File: config.mk
export PLATFORM = sky130hd
export DESIGN_NAME = jpeg_quant_flat
export DESIGN_NICKNAME = d
export VERILOG_FILES = /design/src/rtl/jpeg_pkg.sv /design/src/rtl/jpeg_quant_if.sv /design/src/rtl/jpeg_sdiv.sv /design/src/rtl/jpeg_quant.sv /design/src/flat_wrapper.sv
export SDC_FILE = /design/constraint.sdc
export NUM_CORES = 1
export LEC_CHECK = 0
export ABC_AREA = 1
export CAP_MARGIN = 0
export CORE_MARGIN = 2
export CORE_UTILIZATION = 25
export CTS_CLUSTER_SIZE = 30
export DETAILED_ROUTE_END_ITERATION = 8
export DONT_BUFFER_PORTS = 1
export HOLD_SLACK_MARGIN = 0.1
export RECOVER_POWER = 100
export SLEW_MARGIN = 0
export SYNTH_ARGS = -nofsm -noshare
export SYNTH_HDL_FRONTEND = slang
export SYNTH_HIERARCHICAL = 1
export SYNTH_SLANG_ARGS = --single-unit
File: constraint.sdc
create_clock -name clk -period 1.85 [get_ports clk]
set_input_delay 0.185 -clock clk [delete_from_list [all_inputs] [get_ports clk]]
set_output_delay 0.185 -clock clk [all_outputs]
set_load 0.02 [all_outputs]
File: src/rtl/jpeg_pkg.sv
// Shared constants, FSM encoding and saturation bounds for the JPEG quantizer.
package jpeg_pkg;

  localparam int COEF_W     = 12;
  localparam int QT_W       = 8;
  localparam int BLK_SIZE   = 64;
  localparam int DIV_CYCLES = 12;
  localparam int CNT_W      = $clog2(BLK_SIZE);

  typedef logic [1:0] state_t;
  localparam state_t ST_IDLE = 2'd0;
  localparam state_t ST_LDQ  = 2'd1;
  localparam state_t ST_DIV  = 2'd2;
  localparam state_t ST_OUT  = 2'd3;

  localparam int SAT_MAX = (1 << (COEF_W - 1)) - 1;
  localparam int SAT_MIN = -(1 << (COEF_W - 1));

endpackage

File: src/rtl/jpeg_quant_if.sv
// Coefficient stream, qtable fetch and quantized output bundle of jpeg_quant.
interface jpeg_quant_if;

  logic signed [jpeg_pkg::COEF_W-1:0] din;
  logic                               din_vld;
  logic                               din_rdy;
  logic                               comp_sel;
  logic                               qnt_lum_qtable_rd;
  logic                               qnt_chr_qtable_rd;
  logic [jpeg_pkg::QT_W-1:0]          lum_qtable_data;
  logic [jpeg_pkg::QT_W-1:0]          chr_qtable_data;
  logic signed [jpeg_pkg::COEF_W-1:0] dout;
  logic                               dout_vld;
  logic                               dout_rdy;
  logic                               dout_last;

  modport slave (
    input  din, din_vld, comp_sel, lum_qtable_data, chr_qtable_data, dout_rdy,
    output din_rdy, qnt_lum_qtable_rd, qnt_chr_qtable_rd, dout, dout_vld, dout_last
  );

  modport master (
    output din, din_vld, comp_sel, lum_qtable_data, chr_qtable_data, dout_rdy,
    input  din_rdy, qnt_lum_qtable_rd, qnt_chr_qtable_rd, dout, dout_vld, dout_last
  );

endinterface

File: src/rtl/jpeg_sdiv.sv
// Serial restoring divider: one quotient bit per cycle for DIV_CYCLES cycles after start.
module jpeg_sdiv
  import jpeg_pkg::*;
(
  input  logic              clk,
  input  logic              rst,
  input  logic              start,
  input  logic [COEF_W-1:0] dividend,
  input  logic [QT_W-1:0]   divisor,
  output logic              done,
  output logic [COEF_W-1:0] quotient,
  output logic [QT_W-1:0]   remainder,
  output logic [QT_W-1:0]   divisor_eff
);

  localparam int CYC_W = $clog2(DIV_CYCLES + 1);

  logic [COEF_W-1:0] quo_q, quo_d;
  logic [QT_W-1:0]   rem_q, rem_d, dvs_q, dvs_d;
  logic [CYC_W-1:0]  cyc_q, cyc_d;
  logic              busy_q, busy_d;
  logic [QT_W:0]     trial;
  logic [QT_W-1:0]   diff;
  logic              fits;

  always_comb begin
    trial  = {rem_q, quo_q[COEF_W-1]};
    fits   = trial >= {1'b0, dvs_q};
    // The true difference is below the divisor, so the low bits are exact.
    diff   = trial[QT_W-1:0] - dvs_q;
    quo_d  = quo_q;
    rem_d  = rem_q;
    dvs_d  = dvs_q;
    cyc_d  = cyc_q;
    busy_d = busy_q;
    if (start) begin
      quo_d  = dividend;
      rem_d  = '0;
      dvs_d  = (divisor == '0) ? QT_W'(1) : divisor;
      cyc_d  = '0;
      busy_d = 1'b1;
    end else if (busy_q) begin
      rem_d = fits ? diff : trial[QT_W-1:0];
      quo_d = {quo_q[COEF_W-2:0], fits};
      cyc_d = cyc_q + CYC_W'(1);
      if (cyc_q == CYC_W'(DIV_CYCLES - 1))
        busy_d = 1'b0;
    end
  end

  always_ff @(posedge clk or posedge rst) begin
    if (rst) begin
      quo_q  <= '0;
      rem_q  <= '0;
      dvs_q  <= QT_W'(1);
      cyc_q  <= '0;
      busy_q <= 1'b0;
    end else begin
      quo_q  <= quo_d;
      rem_q  <= rem_d;
      dvs_q  <= dvs_d;
      cyc_q  <= cyc_d;
      busy_q <= busy_d;
    end
  end

  assign done        = busy_q && (cyc_q == CYC_W'(DIV_CYCLES - 1));
  assign quotient    = quo_q;
  assign remainder   = rem_q;
  assign divisor_eff = dvs_q;

endmodule

File: src/rtl/jpeg_quant.sv
// JPEG coefficient quantizer: one coefficient at a time, divided by its qtable entry.
// Define JPEG_QNT_ROUND_EN for round-half-away-from-zero; default build truncates.
module jpeg_quant
  import jpeg_pkg::*;
(
  input  logic         clk,
  input  logic         rst,
  jpeg_quant_if.slave  bus
);

  state_t                   state_q, state_d;
  logic signed [COEF_W-1:0] din_q, din_d;
  logic                     sel_q, sel_d;
  logic [CNT_W-1:0]         cnt_q, cnt_d;

  logic                     din_rdy, in_xfer, eff_sel, div_start, div_done;
  logic [COEF_W-1:0]        dividend, quo;
  logic [QT_W-1:0]          qt_data, rem, dvs;
  logic [COEF_W:0]          mag;
  logic signed [COEF_W+1:0] res;
  logic signed [COEF_W-1:0] sat;

  always_comb begin
    // Gated by rst so nothing handshakes while the block is held in reset.
    din_rdy   = (state_q == ST_IDLE) && !rst;
    in_xfer   = bus.din_vld && din_rdy;
    eff_sel   = (cnt_q == '0) ? bus.comp_sel : sel_q;
    div_start = (state_q == ST_LDQ);
    qt_data   = sel_q ? bus.chr_qtable_data : bus.lum_qtable_data;
    dividend  = din_q[COEF_W-1] ? COEF_W'(-din_q) : COEF_W'(din_q);
  end

  always_comb begin
    state_d = state_q;
    din_d   = din_q;
    sel_d   = sel_q;
    cnt_d   = cnt_q;
    case (state_q)
      ST_IDLE: if (in_xfer) begin
        din_d   = bus.din;
        sel_d   = eff_sel;
        state_d = ST_LDQ;
      end
      ST_LDQ:  state_d = ST_DIV;
      ST_DIV:  if (div_done) state_d = ST_OUT;
      ST_OUT:  if (bus.dout_rdy) begin
        cnt_d   = cnt_q + CNT_W'(1);
        state_d = ST_IDLE;
      end
      default: state_d = ST_IDLE;
    endcase
  end

  always_ff @(posedge clk or posedge rst) begin
    if (rst) begin
      state_q <= ST_IDLE;
      din_q   <= '0;
      sel_q   <= 1'b0;
      cnt_q   <= '0;
    end else begin
      state_q <= state_d;
      din_q   <= din_d;
      sel_q   <= sel_d;
      cnt_q   <= cnt_d;
    end
  end

  jpeg_sdiv u_sdiv (
    .clk         (clk),
    .rst         (rst),
    .start       (div_start),
    .dividend    (dividend),
    .divisor     (qt_data),
    .done        (div_done),
    .quotient    (quo),
    .remainder   (rem),
    .divisor_eff (dvs)
  );

`ifndef JPEG_QNT_ROUND_EN
  logic unused_div;
  assign unused_div = ^{rem, dvs};
`endif

  always_comb begin
    mag = {1'b0, quo};
`ifdef JPEG_QNT_ROUND_EN
    if ({rem, 1'b0} >= {1'b0, dvs})
      mag = mag + (COEF_W + 1)'(1);
`endif
    res = din_q[COEF_W-1] ? -$signed({1'b0, mag}) : $signed({1'b0, mag});
    if (res > SAT_MAX)
      sat = COEF_W'(SAT_MAX);
    else if (res < SAT_MIN)
      sat = COEF_W'(SAT_MIN);
    else
      sat = res[COEF_W-1:0];
  end

  // Divider registers hold after the last step, so dout is stable through stalls.
  assign bus.din_rdy           = din_rdy;
  assign bus.qnt_lum_qtable_rd = in_xfer && !eff_sel;
  assign bus.qnt_chr_qtable_rd = in_xfer && eff_sel;
  assign bus.dout_vld          = (state_q == ST_OUT);
  assign bus.dout              = (state_q == ST_OUT) ? sat : '0;
  assign bus.dout_last         = (state_q == ST_OUT) && (cnt_q == CNT_W'(BLK_SIZE - 1));

endmodule
File: src/flat_wrapper.sv
// flat-port wrapper written by rule: the top's interface ports become plain ports
module jpeg_quant_flat import jpeg_pkg::*;
  (clk, rst, bus_din, bus_din_vld, bus_comp_sel, bus_lum_qtable_data, bus_chr_qtable_data, bus_dout_rdy, bus_din_rdy, bus_qnt_lum_qtable_rd, bus_qnt_chr_qtable_rd, bus_dout, bus_dout_vld, bus_dout_last);
  jpeg_quant_if bus_i ();
  input  logic clk;
  input  logic rst;
  input wire logic [$bits(bus_i.din)-1:0] bus_din;
  input wire logic [$bits(bus_i.din_vld)-1:0] bus_din_vld;
  input wire logic [$bits(bus_i.comp_sel)-1:0] bus_comp_sel;
  input wire logic [$bits(bus_i.lum_qtable_data)-1:0] bus_lum_qtable_data;
  input wire logic [$bits(bus_i.chr_qtable_data)-1:0] bus_chr_qtable_data;
  input wire logic [$bits(bus_i.dout_rdy)-1:0] bus_dout_rdy;
  output wire logic [$bits(bus_i.din_rdy)-1:0] bus_din_rdy;
  output wire logic [$bits(bus_i.qnt_lum_qtable_rd)-1:0] bus_qnt_lum_qtable_rd;
  output wire logic [$bits(bus_i.qnt_chr_qtable_rd)-1:0] bus_qnt_chr_qtable_rd;
  output wire logic [$bits(bus_i.dout)-1:0] bus_dout;
  output wire logic [$bits(bus_i.dout_vld)-1:0] bus_dout_vld;
  output wire logic [$bits(bus_i.dout_last)-1:0] bus_dout_last;
  assign bus_i.din = bus_din;
  assign bus_i.din_vld = bus_din_vld;
  assign bus_i.comp_sel = bus_comp_sel;
  assign bus_i.lum_qtable_data = bus_lum_qtable_data;
  assign bus_i.chr_qtable_data = bus_chr_qtable_data;
  assign bus_i.dout_rdy = bus_dout_rdy;
  assign bus_din_rdy = bus_i.din_rdy;
  assign bus_qnt_lum_qtable_rd = bus_i.qnt_lum_qtable_rd;
  assign bus_qnt_chr_qtable_rd = bus_i.qnt_chr_qtable_rd;
  assign bus_dout = bus_i.dout;
  assign bus_dout_vld = bus_i.dout_vld;
  assign bus_dout_last = bus_i.dout_last;
  jpeg_quant u_core (.clk(clk), .rst(rst), .bus(bus_i));
endmodule
==> results.toml <==
[status]
status = "complete, but fails checks"
failed_checks = "setup timing"

[synth]
synth_nets = 582
syn_avg_cell_area_um2 = 7.04
synth.lib_cells_used.distinct = 37
postSynthRegisterBits = 54
postSynthCellCount = 531
yosysSeqAreaShare = 0.362
post_synth_instance_area_um2 = 3740
ys.warnings.count = 6

[timing]
final-setup-viol-count = 11
setup_tns_ns = -0.951
finalHoldViolations = 0
slew_viol_final = 0
rsz0062_at_grt = "yes"
slew_headroom = 0.242
fin_worst_skew_ns = 0.00771
worst-slew-pin-transition_ns = 1.14
final_min_period_over_clock_period = 1.07
final_period_minus_worst_setup_slack_ns = 1.98
maxClockFrequency_mhz = 506
timing.final.ws_setup_ns = -0.125

[pwr]
static-leakage-power_nw = 2.43
power.density_cell_area_nw_per_um2 = 501
p_total_mw = 2.30
worst_ir_drop_vdd_mv = 0.346

[detailed_routing]
via_count = 3381
met2RoutedLength_mm = 4.14
drc = 0
drt-vias-per-instance = 4.43
number_of_detailed_routing_iterations_run_before_antenna_repair = 4
wl_per_cell_um = 12.3
drt_first_iter_violations = 135
topRoutingLayerUsed = "met4"
routedLengthMet1_mm = 4.68
antenna_nets_post_route = 0
met3WireLength_um = 439
routed_wirelength_mm = 9.37

[worst_setup_path]
required_ns = 1.66
crit_path_start_kind = "flop"
timing.critical_path.to_type = "output pin"
critPathArrivalTime_ns = 1.79
max_stage_delay_ns = 0.40
cpLargestDelayFamily = "simple AND/OR/NAND/NOR gates"
critical_path_peak_fanout = 3
critical_path.cell_chain = "inv_1 -> ha_2 -> nand2_2 -> nor2_4 -> nand2_2 -> nand2_2 -> nand3_4 -> a21oi_2 -> nor2_1 -> buf_4"
worst-path-buf-inv = 2
criticalPathCategory = "reg -> out"
crit_path_frequent_cell = "sky130_fd_sc_hd__nand2_2"
cp_slowest_cell = "sky130_fd_sc_hd__dfrtp_1"
ff2ff_path_depth = 11
cp.depth = 10

[cts]
clkTransAtPathRegs_ns = 0.07
cts-buffers-inserted = 5
ctsHtreeMaxLevel = 2
numClockSinks = 54
tritoncts = "built"
clockBufferDepth = 2
clock-root-buffer = "sky130_fd_sc_hd__clkbuf_16"
clock_latency_ns = 0.30

[global_routing]
grt.overflow.total = 0
first_global_vias = 3219
grt_first_pass_wirelength_mm = 15.4
global_route_total_usage_across_every_layer = 0.118
grt_max_degree = 34
initial_antenna_violation_count = 0

[worst_hold_path]
hold_class = "in -> reg"
hold_depth = 4

[floorplanning]
fp.dieW_um = 126
core_area_um2 = 14600
floorplan.initialDensity = 0.256
core.rowCount = 44
io-pin-count = 50
die_y_um = 126
overall_die_area_um2 = 16000

[placement]
dp_hpwl_mm = 7.08
preCtsSetupSlack_ns = 0.0459
portBuffers = 0
gp_routability_congestion = 0.874

[layout]
multiInputGateArea_um2 = 2190
nFillCells = 1570
layout_common_cells = "sky130_fd_sc_hd__nand2_1 (176), sky130_fd_sc_hd__inv_1 (65), sky130_fd_sc_hd__dfrtp_1 (49)"
mostFrequentLayoutCell = "sky130_fd_sc_hd__nand2_1"
area.sequential_um2 = 1360
fin_nets = 629
antennaDiodeCount = 0
signed_area_change_from_the_synthesized_netlist_to_the_final_layout_pct = 22.8
layout_cells_sized_above_1 = 0.174

[job]
timing.max_cap.violations = 0
state kept, by name, indices dropped and copies added (netlist names), 2 cells and up:
signal,cells
u_core/u_sdiv/quotient,12
u_core/state_q,2
u_core/u_sdiv/divisor_eff,8
u_core/u_sdiv/remainder,8
u_core/cnt_q,6
u_core/u_sdiv/cyc_q,4
u_core/din_q,12
cell families after synthesis:
family,Yosys count,share of synthesized area
simple gates,302,0.356
buf+inv,85,0.0913
flops,54,0.362
compound gates,51,0.0800
xor+xnor,21,0.0492
fa+ha+maj,18,0.0622
per-stage QoR:
step / hold slack [ns] / cells / area, µm² / util
floorplan: 0.162 / 531 / 3740 / -
global placement: 0.128 / 729 / 4100 / 0.281
detailed placement: 0.126 / 729 / 4100 / 0.281
CTS: 0.124 / 759 / 4500 / 0.309
global route: 0.153 / 763 / 4590 / 0.315
finish: 0.131 / 763 / 4590 / 0.315
metal layers:
| layer | GRT usage | vias up |
|---|---|---|
| li1 | - | 1782 |
| met1 | 0.169 | 1530 |
| met2 | 0.177 | 61 |
| met3 | 0.0215 | 8 |
| met4 | 0.0427 | 0 |
| met5 | 0 | - |
cell usage after synthesis:
cell type | n | area (µm²)
sky130_fd_sc_hd__nor2_4 | 2 | 22.5
sky130_fd_sc_hd__nand3_2 | 3 | 30.0
sky130_fd_sc_hd__o221ai_1 | 2 | 17.5
sky130_fd_sc_hd__o31ai_1 | 1 | 7.51
sky130_fd_sc_hd__a21oi_1 | 8 | 40.0
sky130_fd_sc_hd__nand2_2 | 4 | 25.0
sky130_fd_sc_hd__nand2_1 | 191 | 717
sky130_fd_sc_hd__clkinv_1 | 1 | 3.75
sky130_fd_sc_hd__nand2_8 | 1 | 20.0
sky130_fd_sc_hd__nor4_1 | 4 | 25.0
sky130_fd_sc_hd__o21ai_0 | 26 | 130
sky130_fd_sc_hd__nand3b_1 | 6 | 45.0
sky130_fd_sc_hd__nor3_2 | 2 | 20.0
sky130_fd_sc_hd__buf_2 | 6 | 30.0
sky130_fd_sc_hd__and2_1 | 1 | 6.26
sky130_fd_sc_hd__nand2_4 | 2 | 22.5
sky130_fd_sc_hd__ha_1 | 17 | 213
sky130_fd_sc_hd__xnor2_1 | 4 | 35.0
sky130_fd_sc_hd__a22oi_1 | 6 | 45.0
sky130_fd_sc_hd__nor3_1 | 4 | 20.0
sky130_fd_sc_hd__dfstp_2 | 1 | 26.3
sky130_fd_sc_hd__dfrtp_1 | 53 | 1330
sky130_fd_sc_hd__nand3_1 | 33 | 165
sky130_fd_sc_hd__buf_4 | 2 | 15.0
sky130_fd_sc_hd__fa_1 | 1 | 20.0
sky130_fd_sc_hd__a41oi_1 | 1 | 8.76
sky130_fd_sc_hd__nor2_2 | 3 | 18.8
sky130_fd_sc_hd__nand4_1 | 7 | 43.8
sky130_fd_sc_hd__a31oi_1 | 2 | 12.5
sky130_fd_sc_hd__nor2_1 | 38 | 143
sky130_fd_sc_hd__buf_6 | 1 | 11.3
sky130_fd_sc_hd__clkbuf_1 | 4 | 15.0
sky130_fd_sc_hd__o211ai_1 | 5 | 37.5
sky130_fd_sc_hd__xor2_1 | 17 | 149
sky130_fd_sc_hd__inv_1 | 69 | 259
sky130_fd_sc_hd__or2_2 | 1 | 6.26
sky130_fd_sc_hd__inv_2 | 2 | 7.51
final cells by class:
type	instances	area share
flip-flops and latches	54	0.296
repair buffers	52	0.0880
clock buffers	6	0.0281
inverters	72	0.0589
multi-input cells	393	0.476
clock inverters	2	0.00300
well taps	184	0.0501
path summary, 6_finish.rpt:
| kind | endpoint | slack [ns] | startpoint |
|---|---|---|---|
| setup / recovery | bus_dout[0] | -0.13 | u_core/u_sdiv/quotient[1]$_DFFE_PP0P_ |
| hold / removal | u_core/u_sdiv/divisor_eff[3]$_DFFE_PP0P_ | 0.13 | bus_lum_qtable_data[3] |
| setup reg to reg | u_core/u_sdiv/remainder[7]$_DFFE_PP0P_ | 0.06 | u_core/u_sdiv/divisor_eff[0]$_DFFE_PP1P_ |
| hold reg to reg | u_core/u_sdiv/busy_q$_DFF_PP0_ | 0.49 | u_core/u_sdiv/cyc_q[3]$_DFFE_PP0P_ |
| max in group asynchronous | u_core/din_q[7]$_DFFE_PP0P_ | 0.45 | rst |
| min in group asynchronous | u_core/u_sdiv/cyc_q[2]$_DFFE_PP0P_ | 0.61 | rst |
worst register-to-register path: stages, from the launching register on:
cell	delay, ns
sky130_fd_sc_hd__dfstp_2	0.55
sky130_fd_sc_hd__ha_2	0.27
sky130_fd_sc_hd__nand2_1	0.06
sky130_fd_sc_hd__nor2_1	0.04
sky130_fd_sc_hd__nand2_1	0.09
sky130_fd_sc_hd__nor2_4	0.04
sky130_fd_sc_hd__nor2_4	0.20
sky130_fd_sc_hd__nand2_2	0.20
sky130_fd_sc_hd__nand2_4	0.10
sky130_fd_sc_hd__nand2_2	0.04
sky130_fd_sc_hd__nand2_1	0.04
sky130_fd_sc_hd__nand2_1	0.04
report_power, final:
part / total [mW] / leakage (nW) / internal (mW) / switching, mW
sequential: 1.21 / 0.652 / 1.19 / 0.0132
clock: 0.947 / 0.0708 / 0.504 / 0.444
combinational: 0.146 / 1.71 / 0.0557 / 0.0904
total: 2.30 / 2.43 / 1.75 / 0.547
what timing repair did:
action                                  CTS  global route
hold buffers                             14             0
resized for setup                        18            34
endpoints found under the hold margin    66             0
gates cloned                              0             1
pin swaps                                 2            13
setup buffers                             8             3
endpoints found under the setup margin   13            31
No activity file was read; power rests on OpenSTA's default activity.
